## src/rtl/apb_master.sv

```systemverilog
// rtl/apb_master.sv - APB initiator: command stream in, single APB transfer out, response stream back.
module apb_master #(
  parameter int ADDR_W         = 12,
  parameter int DATA_W         = 32,
  parameter int TIMEOUT_CYCLES = 16
) (
  input  logic              pclk,
  input  logic              prst_n,
  input  logic              cmd_valid,
  output logic              cmd_ready,
  input  logic              cmd_write,
  input  logic [ADDR_W-1:0] cmd_addr,
  input  logic [DATA_W-1:0] cmd_wdata,
  output logic              rsp_valid,
  input  logic              rsp_ready,
  output logic [DATA_W-1:0] rsp_rdata,
  output logic              rsp_err,
  output logic              rsp_timeout,
  output logic              busy,
  output logic [ADDR_W-1:0] paddr,
  output logic              psel,
  output logic              penable,
  output logic              pwrite,
  output logic [DATA_W-1:0] pwdata,
  input  logic [DATA_W-1:0] prdata,
  input  logic              pready,
  input  logic              pslverr
);

  typedef enum logic [1:0] {IDLE, SETUP, ACCESS, RESP} state_t;

  // A one-bit counter is kept when the timeout is disabled so widths stay legal.
  localparam int CNT_W = (TIMEOUT_CYCLES > 0) ? $clog2(TIMEOUT_CYCLES + 1) : 1;
  localparam logic [CNT_W-1:0] CNT_LAST = (TIMEOUT_CYCLES > 0) ? CNT_W'(TIMEOUT_CYCLES - 1) : '0;

  state_t           state;
  logic [CNT_W-1:0] wait_cnt;
  logic             timeout_hit;

  assign cmd_ready   = (state == IDLE);
  assign busy        = (state != IDLE);
  assign timeout_hit = (TIMEOUT_CYCLES > 0) && (wait_cnt == CNT_LAST);

  always_ff @(posedge pclk or negedge prst_n) begin
    if (!prst_n) begin
      state       <= IDLE;
      wait_cnt    <= '0;
      paddr       <= '0;
      psel        <= 1'b0;
      penable     <= 1'b0;
      pwrite      <= 1'b0;
      pwdata      <= '0;
      rsp_valid   <= 1'b0;
      rsp_rdata   <= '0;
      rsp_err     <= 1'b0;
      rsp_timeout <= 1'b0;
    end else begin
      case (state)
        IDLE: begin
          if (cmd_valid) begin
            paddr   <= cmd_addr;
            pwrite  <= cmd_write;
            pwdata  <= cmd_write ? cmd_wdata : '0;
            psel    <= 1'b1;
            penable <= 1'b0;
            state   <= SETUP;
          end
        end
        SETUP: begin
          penable  <= 1'b1;
          wait_cnt <= '0;
          state    <= ACCESS;
        end
        ACCESS: begin
          // pready is checked first so a completion on the last allowed cycle beats the abort.
          if (pready) begin
            rsp_rdata   <= pwrite ? '0 : prdata;
            rsp_err     <= pslverr;
            rsp_timeout <= 1'b0;
            rsp_valid   <= 1'b1;
            psel        <= 1'b0;
            penable     <= 1'b0;
            paddr       <= '0;
            pwdata      <= '0;
            pwrite      <= 1'b0;
            state       <= RESP;
          end else if (timeout_hit) begin
            rsp_rdata   <= '0;
            rsp_err     <= 1'b1;
            rsp_timeout <= 1'b1;
            rsp_valid   <= 1'b1;
            psel        <= 1'b0;
            penable     <= 1'b0;
            paddr       <= '0;
            pwdata      <= '0;
            pwrite      <= 1'b0;
            state       <= RESP;
          end else if (wait_cnt != '1) begin
            wait_cnt <= wait_cnt + 1'b1;
          end
        end
        RESP: begin
          if (rsp_ready) begin
            rsp_valid <= 1'b0;
            state     <= IDLE;
          end
        end
        default: state <= IDLE;
      endcase
    end
  end

endmodule

```

## config.mk

```make
export PLATFORM = sky130hd
export DESIGN_NAME = apb_master
export DESIGN_NICKNAME = d
export VERILOG_FILES = /design/src/rtl/apb_master.sv
export SDC_FILE = /design/constraint.sdc
export NUM_CORES = 1
export LEC_CHECK = 0
export ABC_AREA = 1
export BUFFER_PORTS_ARGS = -buffer_cell sky130_fd_sc_hd__buf_4
export CORE_ASPECT_RATIO = 0.5
export CORE_MARGIN = 3
export CORE_UTILIZATION = 30
export DETAILED_ROUTE_END_ITERATION = 6
export MAX_ROUTING_LAYER = met4
export RECOVER_POWER = 25
export SYNTH_ARGS = -nofsm -noshare
export SYNTH_HDL_FRONTEND = slang
export SYNTH_SLANG_ARGS = --single-unit
```

## constraint.sdc

```tcl
create_clock -name pclk -period 1.7 [get_ports pclk]
set_clock_uncertainty 0.1 [all_clocks]
set_input_delay 0.085 -clock pclk [delete_from_list [all_inputs] [get_ports pclk]]
set_output_delay 0.085 -clock pclk [all_outputs]
set_load 0.05 [all_outputs]
```

==> out/results.txt <==
Setup Viol. Count Final: 34
Row count: 28
Sequential cell area fraction in the yosys report: 60.0%
Worst-Skew Late Latency: 330 ps
Largest net degree at the start of global routing: 38
GPL Wtd Cong: 0.793
WP data arrival: 1870 ps
HP Start: rsp_ready
Layout area overhead: 76.8%
Number of antenna violations at the first check in global routing: 0
WP buf/inv: 1
Placed instance area: 0.00530 mm²
DRC: 0
Layout cells sized above 1: 36.0%
R2r worst-path depth: 10
Final wirelength: 11200 µm
#FFs+latches synth: 89
Worst setup SP type: flip-flop
Yosys warning count: 0
Pwr per Cell Area: 1880 mW/mm²
CP top delay family: simple AND/OR/NAND/NOR gates
Via/cell ratio: 4.34
Crit end category: flip-flop
Initial drt markers: 145
Total die area: 0.0138 mm²
Pre-antenna DRT Iters: 4
Tcrit/Tclk final: 102%
Area leader, netlist: dfrtp_1
Unrepaired setup endpoints after global routing: true
Slowest cell delay on critical path: 350 ps
Fin. max-slew vios: 0
Vias: 3712
Gate Count Post-Synth: 424
Die X: 163 µm
Core area: 0.0119 mm²
Max VDD drop: 0.965 mV
Cell mode on critical path: nand2_2
TNS Setup: -445 ps
Synth area leaders: dfrtp_1 60%, nand2_1 23%, nand3_1 5.7%
Reg-to-reg slack, setup: -40 ps
Worst slew margin: 52.5%
Crit-path max FO: 8
Worst Hold End: rsp_valid
Port buffer count: 166
H-tree levels: 3
IO Count: 167
Final Util: 55.0%
Vias in the first global route: 3708
Final Hold Viols: 0
Synth cell types: 18
Most common cell after layout, fill and taps aside: nand2_1
ANT cells: 0
Worst setup slack after layout: -37.9 ps
Post-Synthesis Net Count: 514
Max_cap viols: 0
Root buffer cell: clkbuf_16
Worst-case clock buffer depth: 2
Worst EP required: 1830 ps
Crit path launch: wait_cnt[0]
CTS Buf Count: 9
Worst Hold Slack: 62.3 ps
Hold WC Path Type: input pin to flip-flop
Gr usage total: 16.5%
Violated checks: negative setup slack
Place WS: -47.3 ps
Dpl hpwl: 7150 µm
Antenna-violating nets left: 0
Global-route wire length before repair: 17800 µm
TritonCTS clock tree: yes
RR Startpoint: wait_cnt[0]
Achievable frequency: 575 MHz
CTS sink cnt: 89
Minimum clock period: 1740 ps
Mapped Area: 0.00371 mm²
Reg-to-reg endpoint: pwdata[30]
Fin nets: 778
Die height: 84.7 µm
Pleak: 3.63 nW
Setup CP Type: flip-flop to flip-flop
Critical-path top delay cell: dfrtp_1
Crit-path cells: ha_2, nand2_2, nor2_4, ha_4, nor2_4, nand2_2, nand3_4, clkbuf_16, nand2_2, nand2_1
Commonest cells after routing, fill and taps aside: 201 x nand2_1, 177 x buf_4, 89 x dfrtp_1, 81 x dlygate4sd3_1, 41 x nand3_1
Synth top area share: 60.0%
Final Cell Area: 0.00657 mm²
WHS Path Cells: 6
Routed len/inst: 13.1 µm
Worst-path clk slew: 60 ps
Status: finished with violations
Worst Tran Pin Value: 713 ps
Syn Area/Cell: 8.76 µm²
Starting Density: 31.1%
GR Overflow Total: 0
power by group:
part | internal, mW | total, mW | leakage [nW] | switching, mW
clock network | 0.967 | 1.76 | 0.124 | 0.790
registers | 2.91 | 3.44 | 1.17 | 0.521
logic | 2.44 | 7.13 | 2.33 | 4.69
total | 6.32 | 12.3 | 3.63 | 6.00
flip-flops by register name, summed over array words and instances, names as in the netlist:
register	count
state	2
wait_cnt	5
penable	1
rsp_valid	1
rsp_timeout	1
pwdata	32
psel	1
paddr	12
pwrite	1
rsp_rdata	32
rsp_err	1
logic make-up after synthesis:
| group | Yosys count | synth area share (%) |
|---|---|---|
| AND/OR/NAND/NOR | 287 | 31.6 |
| flip-flops | 89 | 60.0 |
| AO/OA/AOI/OAI | 3 | 0.472 |
| buffers and inverters | 38 | 5.59 |
| adder cells (fa/ha/maj) | 7 | 2.36 |
worst min-delay path, cell delays in order:
cell and delay [ps]:
buf_4 80, inv_1 30, nand2_1 100, nand2_1 70
nand2_1 50, nand2_1 50
what timing repair did:
item / CTS / global route
hold buffers: 81 / 0
endpoints found under the hold margin: 168 / 0
buffers inserted: 0 / 2
gates cloned: 0 / 2
pin swaps: 1 / 5
gates resized for setup: 4 / 44
endpoints found under the setup margin: 54 / 86
Yosys cell counts:
master and number:
o21ai_0 1, nand4_1 5, a21oi_1 1, nand3_4 1
ha_1 7, nor2_2 1, nor2_1 4, nand2_1 230
nand2_2 3, dfrtp_1 89, buf_2 7, o211ai_1 1
buf_4 7, buf_6 4, inv_1 18, inv_2 2
nor2_4 1, nand3_1 42
layout make-up:
| type | instances | area [µm²] |
|---|---|---|
| fillers | 1081 | 5380 |
| repair buffers | 271 | 2360 |
| flip-flops and latches | 89 | 2230 |
| multi-input cells | 297 | 1440 |
| clock buffers | 10 | 229 |
| well taps | 165 | 206 |
| inverters | 20 | 78.8 |
| clock inverters | 4 | 22.5 |
through the flow:
step | total power, mW | instances
floorplan | 7.74 | 424
global placement | 9.87 | 757
detailed placement | 9.93 | 757
CTS | 11.9 | 852
global route | 13.0 | 856
finish | 12.3 | 856
routing by layer:
layer	wire [µm]	vias to the layer above	share of wire (%)	track usage, %
met2	5850	93	52	28.8
met5	0	-	0	-
met1	4680	1763	42	19.1
met4	178	0	1.6	4.37
met3	497	16	4.4	3.84
li1	-	1840	-	-
how the worst max path moves through the flow:
stage,end,slack [ps],depth (start not counted)
detailed placement,paddr[4],-50,10
CTS,paddr[4],-0.3,10
global placement,paddr[6],-10,10
floorplan,pwrite,-120,8
global route,pwdata[30],-110,10
finish,pwdata[30],-40,10
Power figures use the tool's default switching activity.
